$ cat src/rtl/split_sched_pkg.sv
// Shared types and default parameter values for the split checker sequencer.
package split_sched_pkg;

    localparam int unsigned NumSplitsDef = 8;
    localparam int unsigned CandWDef     = 38;
    localparam int unsigned TryWDef      = 10;
    localparam int unsigned StepDef      = 1;

    typedef enum logic [2:0] {
        StIdle,
        StLoad,
        StEval,
        StCheck,
        StDone
    } state_t;

endpackage

$ cat src/rtl/split_first_fail.sv
// Lowest-set-bit priority encoder; reports 0 when no bit is set.
module split_first_fail #(
    parameter int unsigned N = 8,
    parameter int unsigned W = $clog2(N)
) (
    input  logic [N-1:0] vec,
    output logic [W-1:0] idx
);

    // Scan downwards so the lowest set bit is the last one written.
    always_comb begin
        idx = '0;
        for (int i = int'(N) - 1; i >= 0; i--) begin
            if (vec[i]) idx = W'(i);
        end
    end

endmodule

$ cat src/rtl/split_eval_sched.sv
// Steps a candidate across a bank of split checkers until all enabled splits
// pass or the try budget is exhausted.
module split_eval_sched
    import split_sched_pkg::*;
#(
    parameter int unsigned NUM_SPLITS = NumSplitsDef,
    parameter int unsigned CAND_W     = CandWDef,
    parameter int unsigned TRY_W      = TryWDef,
    parameter int unsigned STEP       = StepDef
) (
    input  logic                          clk,
    input  logic                          rst_n,
    input  logic                          start,
    input  logic                          abort,
    input  logic [CAND_W-1:0]             seed,
    input  logic [NUM_SPLITS-1:0]         mask,
    output logic [CAND_W-1:0]             cand,
    input  logic [NUM_SPLITS-1:0]         split_ok,
    output logic                          busy,
    output logic                          done,
    output logic                          found,
    output logic [CAND_W-1:0]             result,
    output logic [TRY_W-1:0]              tries,
    output logic [$clog2(NUM_SPLITS)-1:0] first_fail
);

    localparam int unsigned FfW = $clog2(NUM_SPLITS);

    state_t                state_q;
    logic [CAND_W-1:0]     seed_q;
    logic [NUM_SPLITS-1:0] mask_q;
    logic [NUM_SPLITS-1:0] ok_q;
    logic [TRY_W-1:0]      cnt_q;
    logic [FfW-1:0]        ff_idx;
    logic                  pass;
    logic                  last_try;

    assign pass     = &(ok_q | ~mask_q);
    assign last_try = &cnt_q;

    split_first_fail #(
        .N (NUM_SPLITS),
        .W (FfW)
    ) u_first_fail (
        .vec (~ok_q & mask_q),
        .idx (ff_idx)
    );

    // The search counter stays internal so an abort leaves the published
    // tries value from the last completed search untouched.
    always_ff @(posedge clk or negedge rst_n) begin
        if (!rst_n) begin
            state_q    <= StIdle;
            seed_q     <= '0;
            mask_q     <= '0;
            ok_q       <= '0;
            cnt_q      <= '0;
            cand       <= '0;
            busy       <= 1'b0;
            done       <= 1'b0;
            found      <= 1'b0;
            result     <= '0;
            tries      <= '0;
            first_fail <= '0;
        end else begin
            done <= 1'b0;
            if (abort && state_q != StIdle) begin
                state_q <= StIdle;
                busy    <= 1'b0;
            end else begin
                unique case (state_q)
                    StIdle: begin
                        if (start) begin
                            seed_q  <= seed;
                            mask_q  <= mask;
                            busy    <= 1'b1;
                            state_q <= StLoad;
                        end
                    end
                    StLoad: begin
                        cand    <= seed_q;
                        cnt_q   <= '0;
                        state_q <= StEval;
                    end
                    StEval: begin
                        ok_q    <= split_ok;
                        state_q <= StCheck;
                    end
                    StCheck: begin
                        if (pass || last_try) begin
                            found      <= pass;
                            result     <= cand;
                            tries      <= cnt_q;
                            first_fail <= ff_idx;
                            done       <= 1'b1;
                            busy       <= 1'b0;
                            state_q    <= StDone;
                        end else begin
                            cand    <= cand + CAND_W'(STEP);
                            cnt_q   <= cnt_q + TRY_W'(1);
                            state_q <= StEval;
                        end
                    end
                    StDone: begin
                        state_q <= StIdle;
                    end
                    default: begin
                        state_q <= StIdle;
                    end
                endcase
            end
        end
    end

endmodule

$ cat config.mk
export PLATFORM = sky130hd
export DESIGN_NAME = split_eval_sched
export DESIGN_NICKNAME = d
export VERILOG_FILES = /design/src/rtl/split_sched_pkg.sv /design/src/rtl/split_first_fail.sv /design/src/rtl/split_eval_sched.sv
export SDC_FILE = /design/constraint.sdc
export NUM_CORES = 1
export LEC_CHECK = 0
export ABC_AREA = 1
export CORE_MARGIN = 5
export CORE_UTILIZATION = 35
export CTS_CLUSTER_DIAMETER = 50
export DETAILED_ROUTE_END_ITERATION = 8
export PLACE_DENSITY = 0.57
export SLEW_MARGIN = 15
export SYNTH_ARGS = -nofsm -noshare
export SYNTH_HDL_FRONTEND = slang
export SYNTH_SLANG_ARGS = --single-unit
export TNS_END_PERCENT = 1
$ cat constraint.sdc
create_clock -name clk -period 1.7 [get_ports clk]
set_clock_uncertainty 0.1 [all_clocks]
set_input_delay 0.425 -clock clk [delete_from_list [all_inputs] [get_ports clk]]
set_output_delay 0.425 -clock clk [all_outputs]
set_load 0.02 [all_outputs]
==> impl_summary.txt, run 1 <==
----------------------------------------------------
[Clock tree]
  H-Tree Level Count ... 4
  CTS tree ... done
  Post CTS Setup Buffer Count ... 0
  Number of buffers created by CTS ... 17
  Clock buffer depth ... 2
  Number of clock sinks seen by CTS ... 159
  Clock root buffer ... sky130_fd_sc_hd__clkbuf_16
  Clock transition at the registers of the reported paths ... 60 ps
  Clock latency at the later pin of the worst-skew pair ... 430 ps

[Worst setup path]
  Critical R2R Capture ... cand[32]
  Critical Path RT ... 1930 ps
  CP Max Fanout ... 5
  Largest incremental delay on the critical path ... 450 ps
  Cell-by-cell trace of the critical path ... nand2_1 > nor2_2 > nand2_1 > nor2_1 > buf_4 > nand2_1 > nand2_1 > nand3_1 > nand3_1 > nand2_1
  Reg2reg path depth ... 10
  Critical path arrival ... 1940 ps
  Worst r2r src ... cand[8]
  Crit path to ... cand[32]
  Setup slack on the worst flop-to-flop path ... -10 ps
  Cell with the biggest individual delay on the critical path ... sky130_fd_sc_hd__dfrtp_1
  CP Class ... flip-flop to flip-flop
  Worst setup startpoint ... cand[8]
  Most used cell, CP ... sky130_fd_sc_hd__nand2_1
  Sort of element at the end of the critical path ... flip-flop
  Crit path launch type ... flip-flop

[Layout]
  Layout Nets ... 1,284
  Area added between synthesis and finish ... 40.5%
  Seq. cell area ... 4000 sq um
  Layout fillers ... 2,205
  Proportion of layout cells with a drive suffix above 1 ... 23.9%
  Number of antenna diodes ... 0
  Area of combinational cells with multiple inputs ... 3480 sq um
  Final cell area excluding filler cells ... 11,100 sq um

[Route]
  Remaining design rule violation count ... 0
  Number of DRC markers after the initial detailed-route iteration ... 506
  Routed length per placed instance ... 15.4 um
  Detailed-route via count ... 7,232
  Post-detailed-route via-to-cell ratio ... 4.76
  Routed wire length ... 23,300 um
  Antenna-violating nets left ... 0
  Length of the first detailed-routing pass in iterations ... 7

[Job]
  Max-capacitance violation count ... 0

[STA]
  Number of pins exceeding their max-slew limit in the final report ... 0
  Final sum of negative setup slack ... -86.5 ps
  Final hold vios ... 0
  Crit path time final ... 1710 ps
  Worst setup margin ... -14.3 ps
  Top achievable clock speed ... 583 MHz
  Final Cycle Share ... 101%
  Final number of setup-violating endpoints ... 15
  Unrepaired setup endpoints after global routing ... yes
  Slew @ Worst Pin ... 372 ps
  Worst slew slack as a fraction of its limit ... 75.2%
  Final hold slack ... 318 ps

[Synthesis]
  Most common library cells after synthesis ... sky130_fd_sc_hd__nand2_1 (321), sky130_fd_sc_hd__dfrtp_1 (159), sky130_fd_sc_hd__nor2_1 (122)
  XOR/XNOR Fraction of Synth Area ... 0.775%
  Synthesis Warnings ... 0
  Synthesized area divided by synthesized cell count ... 8.00 sq um
  Count of distinct cell types in the synthesized netlist ... 29
  Gate Count Post-Synth ... 989
  Ys async rst share ... 100%
  Predominant post-synthesis flop cell ... sky130_fd_sc_hd__dfrtp_1
  Number of enable flip-flop cells after synthesis ... 0
  Share of the synthesized area in compound gates (AO/OA/AOI/OAI) ... 9.62%
  Post-synthesis register bit count ... 159
  Synth top area cells ... sky130_fd_sc_hd__dfrtp_1 (50%), sky130_fd_sc_hd__nand2_1 (15%), sky130_fd_sc_hd__nor2_1 (5.8%)
  Multiplexer area fraction after synthesis ... 3.99%
  Sequential-to-total area share from yosys stat ... 50.3%
  Net count after synthesis ... 1,049
  Area fraction in and, or, nand and nor cells after synthesis ... 27.5%
  Library cell with the largest summed area after synthesis ... sky130_fd_sc_hd__dfrtp_1
  Largest family of logic cells by synthesized area ... simple AND/OR/NAND/NOR gates
  Cell area after synthesis ... 7910 sq um
  Arithmetic-cell share of the synthesized area counting full adders, half adders and majority gates ... 0.316%
  Most numerous cell in the Yosys netlist ... sky130_fd_sc_hd__nand2_1
  Share of the synthesized area in the top cell type ... 50.3%

[Placement]
  Cell Area, Placed ... 10,400 sq um
  DP Worst Slack ... -204 ps
  Global placement routability congestion ... 0.899
  Port buffer count ... 149
  Half-perimeter wire length of the detailed placement result ... 17,500 um

[Power]
  Power density over cell area ... 1770 nW/um^2
  Static leakage power ... 0.00530 uW
  PnR Total Power ... 19,700 uW
  Peak supply drop ... 816 uV

[Die]
  Floorplan row count ... 55
  Core Box Area ... 22,400 sq um
  I/O Pins ... 150
  Die ar. ... 25,700 sq um
  Overall die height ... 160 um
  Starting density of the core ... 35.2%
  Die outline width ... 160 um

[Global route]
  Initial antenna violation count ... 2
  Total global routing track utilization ... 18.5%
  Grt total ovfl ... 0
  Global-route wire length before repair ... 38,100 um
  Number of global-route vias before repair ... 7,149
  Largest net degree at the start of global routing ... 58

[Min path]
  Kind of path behind the tightest hold check ... input pin to async pin

[Run status]
  Violations in the final reports ... negative setup slack
  Result of the run ... finished with violations

----------------------------------------------------
-- routing by layer --
metal	up-vias	GRT usage (%)	part of all wire (%)
met2	201	29.2	45
met5	-	0	0.13
met4	4	5.71	2.3
met1	3372	24.7	45
li1	3613	-	-
met3	42	5.52	7.3
-- stage by stage --
step                std cells  utilization, %
floorplan                 989               -
global placement         1489            46.5
detailed placement       1489            46.5
CTS                      1520            49.3
global route             1520            49.5
finish                   1520            49.5
-- kinds of logic (layout without fill, tap and decap cells) --
family,Yosys count,in the layout
mux,28,28
compound gates,122,122
xor+xnor,7,7
flops,159,159
buf+inv,132,378
simple gates,539,539
fa+ha+maj,2,2
-- power by group --
part	total [uW]	leakage [uW]	internal, uW	switching (uW)
combinational	8880	0.00306	3690	5190
sequential	6660	0.00194	5460	1190
clock	4160	0.000295	2580	1570
-- final cells by class --
cell class                      instances  share of cell area, %
Inverter                               96                   3.27
Multi-Input combinational cell        698                   31.3
Clock buffer                           19                   3.90
Clock inverter                         11                   1.72
Timing Repair Buffer                  252                   20.6
Sequential cell                       159                   36.0
Tap cell                              285                   3.21
-- repair_timing --
action                                  CTS  global route
pin swaps                                 7             2
endpoints found under the setup margin  190           134
hold buffers                              1             0
gates resized for setup                 223            57
endpoints found under the hold margin    17             0
-- placed cells by master (no fill, tap or decap), types with 6 or more instances in the layout --
cell type / instances
sky130_fd_sc_hd__nor2_4: 7
sky130_fd_sc_hd__nand3_1: 75
sky130_fd_sc_hd__mux2_2: 28
sky130_fd_sc_hd__clkdlybuf4s15_2: 12
sky130_fd_sc_hd__nor2_2: 12
sky130_fd_sc_hd__o21ai_1: 27
sky130_fd_sc_hd__dlygate4sd2_1: 27
sky130_fd_sc_hd__buf_4: 87
sky130_fd_sc_hd__buf_6: 10
sky130_fd_sc_hd__o21ai_2: 36
sky130_fd_sc_hd__clkbuf_16: 17
sky130_fd_sc_hd__buf_12: 9
sky130_fd_sc_hd__nand2_2: 11
sky130_fd_sc_hd__clkdlybuf4s15_1: 25
sky130_fd_sc_hd__dfrtp_1: 140
sky130_fd_sc_hd__o21ai_0: 21
sky130_fd_sc_hd__a21oi_1: 30
sky130_fd_sc_hd__nor2_1: 107
sky130_fd_sc_hd__buf_2: 20
sky130_fd_sc_hd__clkdlybuf4s50_1: 56
sky130_fd_sc_hd__inv_1: 91
sky130_fd_sc_hd__nand2_1: 309
sky130_fd_sc_hd__nand4_1: 6
sky130_fd_sc_hd__dfrtp_2: 19
-- worst min path at each step --
stage / start / endpoint / depth (start not counted)
finish: rst_n / seed_q[18] / 2
global route: rst_n / cand[32] / 2
CTS: rst_n / seed_q[18] / 2
detailed placement: rst_n / seed_q[18] / 1
global placement: rst_n / result[22] / 1
floorplan: rst_n / busy / 0
-- state kept, by name, summed over array words and instances, names as in the netlist, 3 cells and up --
register / cells
seed_q: 38
result: 38
cnt_q: 10
state_q: 3
mask_q: 8
first_fail: 3
tries: 10
cand: 38
ok_q: 8
-- worst max-delay path, delay by kind of cell, from the launching register on --
kind / cells / cell delay [ps]
DFF: 1 / 450
buffers and inverters: 1 / 130
and+or+nand+nor: 9 / 930
(Power assumes the default switching activity.)
==> inputs of run 2 (changes only) <==
- CORE_UTILIZATION: 35 -> 45
- PLACE_DENSITY: 0.57 -> 0.7
==> impl_summary.txt, run 2 (synthesis results as in run 1) <==
----------------------------------------------------
[Die]
  Starting density of the core ... 45.7%
  Die ar. ... 20,300 sq um
  Core Box Area ... 17,300 sq um
  Floorplan row count ... 48
  Die outline width ... 143 um
  I/O Pins ... 150
  Overall die height ... 143 um

[STA]
  Final number of setup-violating endpoints ... 28
  Slew @ Worst Pin ... 392 ps
  Number of pins exceeding their max-slew limit in the final report ... 0
  Worst setup margin ... -78.6 ps
  Top achievable clock speed ... 562 MHz
  Worst slew slack as a fraction of its limit ... 73.8%
  Final sum of negative setup slack ... -859 ps
  Final hold vios ... 0
  Unrepaired setup endpoints after global routing ... yes
  Final hold slack ... 333 ps
  Crit path time final ... 1780 ps
  Final Cycle Share ... 105%

[Worst setup path]
  Most used cell, CP ... sky130_fd_sc_hd__nand2_2
  Crit path launch type ... flip-flop
  Setup slack on the worst flop-to-flop path ... -80 ps
  CP Class ... flip-flop to flip-flop
  Largest delay contributor family on the critical path ... simple AND/OR/NAND/NOR gates
  CP Max Fanout ... 30
  Critical path arrival ... 2030 ps
  Cell-by-cell trace of the critical path ... ha_2 > nand2_2 > nor2_4 > nand2_2 > a21oi_4 > nand2_4 > buf_12 > buf_4 > o21ai_2
  Reg2reg path depth ... 9
  Critical R2R Capture ... result[3]
  Worst r2r src ... cnt_q[1]
  Cell with the biggest individual delay on the critical path ... sky130_fd_sc_hd__dfrtp_1
  Critical Path RT ... 1950 ps
  Sort of element at the end of the critical path ... flip-flop
  Largest incremental delay on the critical path ... 360 ps
  Buffers and inverters on the worst path ... 2

[Power]
  Combinational share of power ... 47.0%
  Static leakage power ... 0.00534 uW
  PnR Total Power ... 19,300 uW
  Clock network power share ... 18.5%
  Switching share of power ... 40.7%
  Total net switching power ... 7850 uW
  Peak supply drop ... 877 uV
  Cell-internal power ... 11,400 uW
  Share of total power in sequential cells ... 34.5%
  Power density over cell area ... 1740 nW/um^2

[Layout]
  Number of antenna diodes ... 0
  Largest registers ranked by flip-flop count ... cand x38, result x38, seed_q x38
  Layout Nets ... 1,296
  Area added between synthesis and finish ... 40.3%
  Proportion of layout cells with a drive suffix above 1 ... 24.4%
  Layout fillers ... 1,543
  Commonest non-fill, non-tap cell in the layout ... sky130_fd_sc_hd__nand2_1
  Area of combinational cells with multiple inputs ... 3460 sq um
  Commonest non-fill, non-tap cells in the layout ... sky130_fd_sc_hd__nand2_1 (312), sky130_fd_sc_hd__dfrtp_1 (135), sky130_fd_sc_hd__nor2_1 (109)
  Post-route non-filler standard cell count ... 1,471
  Seq. cell area ... 4010 sq um

[Global route]
  Initial antenna violation count ... 0
  Total global routing track utilization ... 22.8%
  Global-route wire length before repair ... 37,000 um
  Number of global-route vias before repair ... 7,258
  Largest net degree at the start of global routing ... 48
  Grt total ovfl ... 0

[Clock tree]
  H-Tree Level Count ... 4
  Number of buffers created by CTS ... 17
  Number of clock sinks seen by CTS ... 159
  Clock transition at the registers of the reported paths ... 60 ps
  CTS tree ... done
  Clock root buffer ... sky130_fd_sc_hd__clkbuf_16
  Clock latency at the later pin of the worst-skew pair ... 430 ps
  Clock buffer depth ... 2

[Route]
  Routed wire length ... 22,500 um
  Number of DRC markers after the initial detailed-route iteration ... 467
  Detailed-route via count ... 7,372
  Remaining design rule violation count ... 0
  Routed length per placed instance ... 15.3 um
  Post-detailed-route via-to-cell ratio ... 5.01
  Length of the first detailed-routing pass in iterations ... 5
  Antenna-violating nets left ... 0

[Job]
  Max-capacitance violation count ... 0

[Placement]
  Total instance count after detailed placement ... 1,438
  Port buffer count ... 149
  Half-perimeter wire length of the detailed placement result ... 16,700 um
  Global placement routability congestion ... 0.900

[Min path]
  Kind of path behind the tightest hold check ... input pin to async pin

[Run status]
  Violations in the final reports ... negative setup slack
  Result of the run ... finished with violations

----------------------------------------------------
==> run 2: cell types whose count changed in the layout (fill, tap and decap cells not counted), moves of 4 or more <==
cell	before	now
sky130_fd_sc_hd__buf_12	9	14
sky130_fd_sc_hd__buf_2	20	7
sky130_fd_sc_hd__buf_4	87	101
sky130_fd_sc_hd__buf_6	10	4
sky130_fd_sc_hd__bufinv_16	5	1
sky130_fd_sc_hd__clkdlybuf4s15_1	25	9
sky130_fd_sc_hd__clkdlybuf4s15_2	12	19
sky130_fd_sc_hd__dfrtp_1	140	135
sky130_fd_sc_hd__dfrtp_2	19	24
sky130_fd_sc_hd__dlygate4sd2_1	27	49
==> run 2: layout make-up <==
| cell class | count | share of cell area, % |
|---|---|---|
| inverters | 96 | 3.29 |
| flip-flops and latches | 159 | 36.1 |
| clock buffers | 23 | 4.31 |
| well taps | 225 | 2.54 |
| clock inverters | 6 | 0.552 |
| multi-input cells | 698 | 31.2 |
| repair buffers | 264 | 22.0 |
==> run 2: metrics by stage <==
| stage | utilization (%) | worst slack [ps] | area [sq um] |
|---|---|---|---|
| 2_1_floorplan | - | -1.16 | 7920 |
| 3_3_place_gp | 60.6 | -116 | 10500 |
| 3_5_place_dp | 60.6 | -167 | 10500 |
| 4_1_cts | 63.8 | -57.0 | 11000 |
| 5_1_grt | 64.2 | -163 | 11100 |
| 6_report | 64.2 | -78.6 | 11100 |
==> run 2: metal layers <==
metal  GRT usage (%)  share of wire [%]  up-vias
met5               0                  0        -
met3            5.95                7.4       24
met1            30.4                 43     3491
met2            37.1                 48      226
met4            6.45                1.7        0
li1                -                  -     3631
==> run 2: how the worst max path moves through the flow <==
| stage | start | end | slack [ps] | cells after the start |
|---|---|---|---|---|
| 2_1_floorplan | cnt_q[0] | first_fail[2] | -1 | 10 |
| 3_3_place_gp | abort | tries[1] | -120 | 7 |
| 3_5_place_dp | start | seed_q[34] | -170 | 5 |
| 4_1_cts | cnt_q[1] | result[3] | -60 | 9 |
| 5_1_grt | cnt_q[1] | result[7] | -160 | 9 |
| 6_report | cnt_q[1] | result[3] | -80 | 9 |
==> run 2: timing repair <==
item                                    4_1_cts  5_1_grt
gates resized for setup                     192       46
endpoints found under the setup margin      187      126
gates cloned                                  0        0
endpoints found under the hold margin        20        0
hold buffers                                  1        0
setup buffers                                 0        3
pin swaps                                     4        5
==> run 2: power by group through the flow <==
stage	clock [uW]	sequential [uW]	combinational (uW)
final	3570	6640	9050
after global routing	3800	6860	9950
after CTS	3650	6600	8960
after detailed placement	0	6630	9380
after global placement	0	6580	9210
after floorplan	0	7620	3900
